## config.mk

```make
export PLATFORM = sky130hd
export DESIGN_NAME = parking_lot_counter
export DESIGN_NICKNAME = d
export VERILOG_FILES = /design/src/rtl/parking_lot_counter.sv
export SDC_FILE = /design/constraint.sdc
export NUM_CORES = 1
export LEC_CHECK = 0
export CORE_MARGIN = 10
export CORE_UTILIZATION = 45
export DETAILED_ROUTE_END_ITERATION = 10
export GPL_TIMING_DRIVEN = 0
export PLACE_DENSITY_LB_ADDON = 0.12
export SYNTH_ARGS = -nofsm -noshare
export SYNTH_HDL_FRONTEND = slang
export SYNTH_SLANG_ARGS = --single-unit
```

## constraint.sdc

```tcl
create_clock -name clk -period 9.62 [get_ports clk]
set_input_delay 1.924 -clock clk [delete_from_list [all_inputs] [get_ports clk]]
set_output_delay 1.924 -clock clk [all_outputs]
set_load 0.02 [all_outputs]
```

## src/rtl/parking_lot_counter.sv

```systemverilog
// Lot occupancy counter driven by entry/exit event strobes. It keeps a binary
// count and a BCD count in lockstep, registered flags, and sticky overflow/underflow errors.
module parking_lot_counter #(
    parameter int CAPACITY    = 50,
    parameter int NEAR_MARGIN = 5,
    parameter int CNT_W       = 7
) (
    input  logic             clk,
    input  logic             rst_n,
    input  logic             car_enter,
    input  logic             car_exit,
    input  logic             clear,
    input  logic             err_clr,
    output logic [CNT_W-1:0] occupancy,
    output logic [CNT_W-1:0] spaces_free,
    output logic [3:0]       bcd_tens,
    output logic [3:0]       bcd_ones,
    output logic             lot_full,
    output logic             lot_empty,
    output logic             near_full,
    output logic             overflow_err,
    output logic             underflow_err
);

    localparam logic [CNT_W-1:0] CAP      = CNT_W'(CAPACITY);
    localparam logic [CNT_W-1:0] MARGIN   = CNT_W'(NEAR_MARGIN);
    localparam logic             NEAR_RST = (CAPACITY <= NEAR_MARGIN) ? 1'b1 : 1'b0;

    logic             enter_q, exit_q;
    logic [CNT_W-1:0] occ_q, occ_d, free_q, free_d;
    logic [3:0]       tens_q, tens_d, ones_q, ones_d;
    logic             full_q, full_d, empty_q, empty_d, near_q, near_d;
    logic             ovf_q, ovf_d, unf_q, unf_d;
    logic             enter_ev, exit_ev;

    always_comb begin
        enter_ev = car_enter & ~enter_q;
        exit_ev  = car_exit & ~exit_q;
        occ_d    = occ_q;
        tens_d   = tens_q;
        ones_d   = ones_q;
        // err_clr drops the flags, but an error raised this cycle re-sets them below
        ovf_d    = ovf_q & ~err_clr;
        unf_d    = unf_q & ~err_clr;
        if (clear) begin
            occ_d  = '0;
            tens_d = '0;
            ones_d = '0;
            ovf_d  = 1'b0;
            unf_d  = 1'b0;
        end else if (enter_ev && !exit_ev) begin
            if (occ_q < CAP) begin
                occ_d = occ_q + 1'b1;
                if (ones_q == 4'd9) begin
                    ones_d = 4'd0;
                    tens_d = tens_q + 4'd1;
                end else begin
                    ones_d = ones_q + 4'd1;
                end
            end else begin
                ovf_d = 1'b1;
            end
        end else if (exit_ev && !enter_ev) begin
            if (occ_q != '0) begin
                occ_d = occ_q - 1'b1;
                if (ones_q == 4'd0) begin
                    ones_d = 4'd9;
                    tens_d = tens_q - 4'd1;
                end else begin
                    ones_d = ones_q - 4'd1;
                end
            end else begin
                unf_d = 1'b1;
            end
        end
        // Flags come from the next count so they stay coherent with occupancy
        free_d  = CAP - occ_d;
        full_d  = (occ_d == CAP);
        empty_d = (occ_d == '0);
        near_d  = (free_d <= MARGIN);
    end

    always_ff @(posedge clk or negedge rst_n) begin
        if (!rst_n) begin
            enter_q <= 1'b0;
            exit_q  <= 1'b0;
            occ_q   <= '0;
            free_q  <= CAP;
            tens_q  <= '0;
            ones_q  <= '0;
            full_q  <= 1'b0;
            empty_q <= 1'b1;
            near_q  <= NEAR_RST;
            ovf_q   <= 1'b0;
            unf_q   <= 1'b0;
        end else begin
            enter_q <= car_enter;
            exit_q  <= car_exit;
            occ_q   <= occ_d;
            free_q  <= free_d;
            tens_q  <= tens_d;
            ones_q  <= ones_d;
            full_q  <= full_d;
            empty_q <= empty_d;
            near_q  <= near_d;
            ovf_q   <= ovf_d;
            unf_q   <= unf_d;
        end
    end

    assign occupancy     = occ_q;
    assign spaces_free   = free_q;
    assign bcd_tens      = tens_q;
    assign bcd_ones      = ones_q;
    assign lot_full      = full_q;
    assign lot_empty     = empty_q;
    assign near_full     = near_q;
    assign overflow_err  = ovf_q;
    assign underflow_err = unf_q;

endmodule

```

== Word-level counts from Yosys, hierarchy flattened ==
Cells that the tools add are included.

* Register bits after elaboration: 29
* Input bits: 6
* Logic and storage cells: 69
* Memory bits (read-only): 0
* Bits in latches: 0
* Bits in writable memories: 0
* Memories kept: 0

* $add $sub $neg: 7
* Order comparisons: 2
* Divide/modulo/power cells: 0
* Multiplexer cells: 26
* Bitwise gates (word level): 7
* Reduce and logical (&&, ||, !) cells: 12
* Eq/ne operators: 4
* Multipliers: 0
* Shifts and indexed selects: 0

{| class="wikitable"
|+ Operator list
! cell !! count
|-
| 4-bit two-way mux || 14
|-
| 7-bit two-way mux || 5
|-
| 3-bit nonzero test || 3
|-
| 4-bit by 1-bit adder with 4-bit output (second input constant) || 2
|-
| 4-bit by 1-bit subtractor with 4-bit output (second input constant) || 2
|-
| 7-bit by 1-bit adder with 7-bit output (second input constant) || 1
|-
| 7-bit by 6-bit == test with 1-bit output (second input constant) || 1
|-
| 7-bit by 3-bit less-or-equal comparator with 1-bit output (second input constant) || 1
|-
| 7-bit zero test || 1
|-
| 7-bit by 6-bit less-than comparator with 1-bit output (second input constant) || 1
|-
| 1-bit two-way mux || 7
|-
| 7-bit nonzero test || 1
|-
| 6-bit by 7-bit subtractor with 7-bit output (first input constant) || 1
|-
| 7-bit by 1-bit subtractor with 7-bit output (second input constant) || 1
|-
| 3-bit by 2-bit != test with 1-bit output (second input constant) || 2
|-
| 5-bit AND reduction || 1
|-
| 1-bit bitwise AND || 4
|-
| 4-bit == test (second input constant) || 1
|-
| 4-bit zero test || 1
|-
| 1-bit NOT || 3
|-
| 3-bit AND reduction || 1
|-
| 1-bit logical AND || 2
|-
| 1-bit zero test || 2
|}

== Longest topological paths before layout ==
Gate-level depths: netlist of run 1.

* Depth after elaboration: 9
* Depth in mapped cells: 15
* Depth with buffers taken out: 15

== Worst setup path before layout of run 1 ==
Ideal clock, no wire load.

* Path type: input port to flip-flop
* Start: in car_exit
* End: reg near_q, in the netlist near_full
* Stages: 13
* Path slack: 5.074 ns
* Buffers on the path: 1
* Data arrival time: 4.412 ns
* Cells stage by stage: nor2b_1 -> buf_2 -> nor4_2 -> a21oi_2 -> a21boi_0 -> inv_1 -> ha_1 -> or3_1 -> a211o_1 -> o221ai_1 -> nor4_1 -> a221oi_1 -> a22oi_1

* Longest elaborated chain between the ends: 7

{| class="wikitable"
|+ Ends and longest elaborated chain
! what !! RTL line !! RTL
|-
| from (decl) || 11 || <nowiki>input logic car_exit,</nowiki>
|-
| 1-bit bitwise AND (*) || 38 || <nowiki>exit_ev = car_exit & ~exit_q;</nowiki>
|-
| 1-bit logical AND / 1-bit zero test (equally long branches) || 63, 51 ||
|-
| 7-bit two-way mux / 1-bit logical AND (equally long branches) || 63, 51 ||
|-
| 7-bit two-way mux (*) || 51 || <nowiki>end else if (enter_ev && !exit_ev) begin</nowiki>
|-
| 7-bit two-way mux (*) || 45 || <nowiki>if (clear) begin</nowiki>
|-
| named net occ_d[1] || 30 || <nowiki>logic [CNT_W-1:0] occ_q, occ_d, free_q, free_d;</nowiki>
|-
| 6-bit by 7-bit subtractor with 7-bit output (*) || 77 || <nowiki>free_d = CAP - occ_d;</nowiki>
|-
| 7-bit by 3-bit less-or-equal comparator with 1-bit output (*) || 80 || <nowiki>near_d = (free_d <= MARGIN);</nowiki>
|-
| named net near_d || 32 || <nowiki>logic full_q, full_d, empty_q, empty_d, near_q, near_d;</nowiki>
|-
| to (signal assigned) || 105 || <nowiki>near_q <= near_d;</nowiki>
|-
| to (decl) || 32 ||
|}

The timed path passes the listed nets; every way through them passes the cells marked *.
A chain may end at the register's enable or synchronous reset.

== Worst setup path after layout of run 1 ==
Ends and elaborated chain as after synthesis.

==> impl_results.md, run 1 <==
* Slew HR at 0.554
* FP Rows at 23
* Pwr Density at 165 nW/um^2
* CTS clk-pin slew, worst paths at 0.10 ns
* Drt pass-1 iters at 4
* Synth Net Count at 223
* Largest net degree at the start of global routing at 29
* Die Area at 7240 sq um
* Syn Inst Count at 205
* CP Cell Sequence: clkdlybuf4s50_1 > nor2b_1 > buf_2 > nor4_2 > a21oi_2 > a21boi_0 > inv_1 > ha_1 > or3_1 > a211o_1 > o221ai_1 > nor4_1 > a221oi_1 > a22oi_1
* Number of antenna violations at the first check in global routing at 0
* CP Class: input pin to flop
* Seq/Total Area, Yosys at 0.370
* DP Cell Count at 287
* Final period util at 0.551
* Slowest cell on the critical path: nor4_2
* Wire per inst at 15.2 microns
* Drt drc at 0
* Post-route ant nets at 0
* Worst reg2reg setup slack at 5.80 ns
* Leak at 1.00 nW
* Post-CTS Hold Fix Bufs at 0
* DRT iter0 DRCs at 73
* Final setup violation count at 0
* Worst r2r src: spaces_free[0]$_DFF_PN0_
* Port Buffers at 32
* Post-Layout Cell Count at 291
* RSZ-0062 raised after global routing: no
* Num CTS Buffers at 3
* Number of max-cap violations at 0
* Tmin final at 5.30 ns
* FFs w/ async S/R, synth at 1.00
* Fin. Hold Viols at 0
* GRT overflow at 0
* Crit path from: car_exit
* Clk_skew at 0.00435 ns
* Root buf cell: clkbuf_8
* Avg Cell Area, Syn at 9.30 sq um
* Final WL at 4420 microns
* PostCTS Resize Cnt at 0
* Die height at 85.1 microns
* DP HPWL at 3300 microns
* Worst endpoint required time at 9.78 ns
* Vias per cell at 5.73
* CTS tree: built
* Vias in the first global route at 1,649
* Ys flop type: dfrtp_1
* Diode count at 0
* Initial Util at 0.470
* Hold WS at 0.552 ns
* Post-synthesis register bit count at 28
* Final nets at 260
* Total track usage at 0.125
* VDD IR-drop max at 0.0989 mV
* Post-synth EDFFs at 0
* Most common cell after layout, fill and taps aside: clkdlybuf4s50_1
* Clock Path Buffers at 2
* Post-Place Cell Area at 2290 sq um
* Crit path capture type: flop
* Worst Hold Launch: overflow_err$_DFF_PN0_
* Synth cell types at 56
* Die W at 85.1 microns
* Final Instance Area at 2360 sq um
* Clk sinks at 28
* RePlAce Congestion at 0.866
* Yosys Warn Count at 0
* Final Max Tran Viols at 0
* Critical path peak fanout at 9
* Crit-path max cell delay at 0.61 ns
* CP Launch Type: input pin
* Top Ports at 33
* H-tree depth reported by CTS at 1
* Post-CTS setup buffer count at 0
* Worst EP arrival at 5.46 ns
* Fmax at 189 MHz
* Worst Tran Pin Value at 0.664 ns
* Hold WC Path Type: flop to flop
* Vias post-DR at 1,666
* Most frequent cells in the layout: clkdlybuf4s50_1, nor2_1, dfrtp_1
* Setup total negative slack at 0 ns
* Skew-Pair Late Insertion Delay at 0.28 ns
* First-pass GRT wire length at 7700 microns
* Core area at 4060 sq um
* Cell area after synthesis at 1910 sq um
* Status: complete, no violations
* Area Growth Syn to Fin at 23.6%
* Layout cells sized above 1 at 0.112
-- flip-flops by register name, summed over array words and instances, names as in the netlist --
register and cells:
lot_full 1, near_full 1, overflow_err 1, exit_q 1, bcd_tens 4, bcd_ones 4, spaces_free 7, occupancy 6
enter_q 1, underflow_err 1, lot_empty 1
-- worst paths after layout --
path | to | depth (start not counted)
worst min-delay path | overflow_err$_DFF_PN0_ | 2
worst max register to register | near_full$_DFF_PN0_ | 15
max in group asynchronous | occupancy[6]$_DFF_PN0_ | 1
min in group asynchronous | bcd_ones[3]$_DFFE_PN0P_ | 1
worst max-delay path | near_full$_DFF_PN0_ | 14
worst min register to register | overflow_err$_DFF_PN0_ | 2
-- cells in the mapped netlist (all sizes together) (5+ instances only) --
cell type	number	share of area
nor2b	7	0.023
xnor2	6	0.028
nand2	8	0.016
nand2b	7	0.023
ha	11	0.072
a21oi	13	0.036
o21ai	10	0.026
mux2i	5	0.026
buf	5	0.014
nor2	27	0.056
dfrtp	24	0.31
inv	12	0.024
-- metrics by stage --
step	total power, mW	util	setup slack (ns)
global placement	0.298	0.564	4.04
CTS	0.395	0.582	4.33
finish	0.388	0.581	4.32
detailed placement	0.299	0.564	4.08
floorplan	0.246	-	5.07
global route	0.416	0.581	4.11
-- where the power goes --
| part | switching, mW | internal, mW |
|---|---|---|
| Sequential | 0.0139 | 0.134 |
| Clock | 0.0369 | 0.0557 |
| Combinational | 0.0803 | 0.0666 |
-- layer usage --
metal  vias to the layer above  part of all wire  track usage
met5                         -                 0            0
met4                         0             0.014       0.0434
met1                       794              0.43        0.151
met3                         6             0.086       0.0430
met2                        49              0.47        0.202
li1                        817                 -            -
-- kinds of logic after synthesis --
kind of cell               synth area share
DFF                                   0.370
adders and majority gates            0.0827
and+or+nand+nor                       0.239
buffers and inverters                0.0440
AOI/OAI and AO/OA                     0.201
muxes                                0.0262
xor gates and xnor gates             0.0367
-- area by class of cell --
class | instances | area, sq um
Timing Repair Buffer | 32 | 315
Tap cell | 50 | 62.6
Sequential cell | 28 | 706
Buffer | 8 | 38.8
Clock inverter | 1 | 30.0
Multi-Input combinational cell | 157 | 1120
Clock buffer | 3 | 41.3
Fill cell | 368 | 1700
Inverter | 12 | 45.0
-- critical path: cells and delay by family --
family          cells  cell delay [ns]
fa+ha+maj           1             0.23
simple gates        4             1.14
buf+inv             3             0.73
compound gates      6             1.43
No activity file was read; power rests on OpenSTA's default activity.
==> run 2, diff against run 1 <==
Clock period 9.62 ns to 4.9 ns, I/O delays scaled along.
==> results of run 2 <==
Same layout as run 1 (identical final DEF). Status: complete, no violations.
Among the figures that moved: setup slack after placement 4.08 ns -> 0.304 ns; setup slack after layout 4.32 ns -> 0.539 ns; register-to-register setup slack 5.80 ns -> 1.08 ns; total power 0.388 mW -> 0.761 mW; worst IR drop on VDD 0.0989 mV -> 0.194 mV
==> run 3, diff against run 2 <==
Settings changed: CTS_CLUSTER_SIZE from default to 12.
Clock period 4.9 ns to 5.3 ns, I/O delays scaled along.
==> results of run 3 <==
Same layout as run 1 (identical final DEF). Status: complete, no violations.
Among the figures that moved: setup slack after placement 4.08 ns -> 0.624 ns; setup slack after layout 4.32 ns -> 0.859 ns; register-to-register setup slack 5.80 ns -> 1.48 ns; total power 0.388 mW -> 0.704 mW; worst IR drop on VDD 0.0989 mV -> 0.180 mV
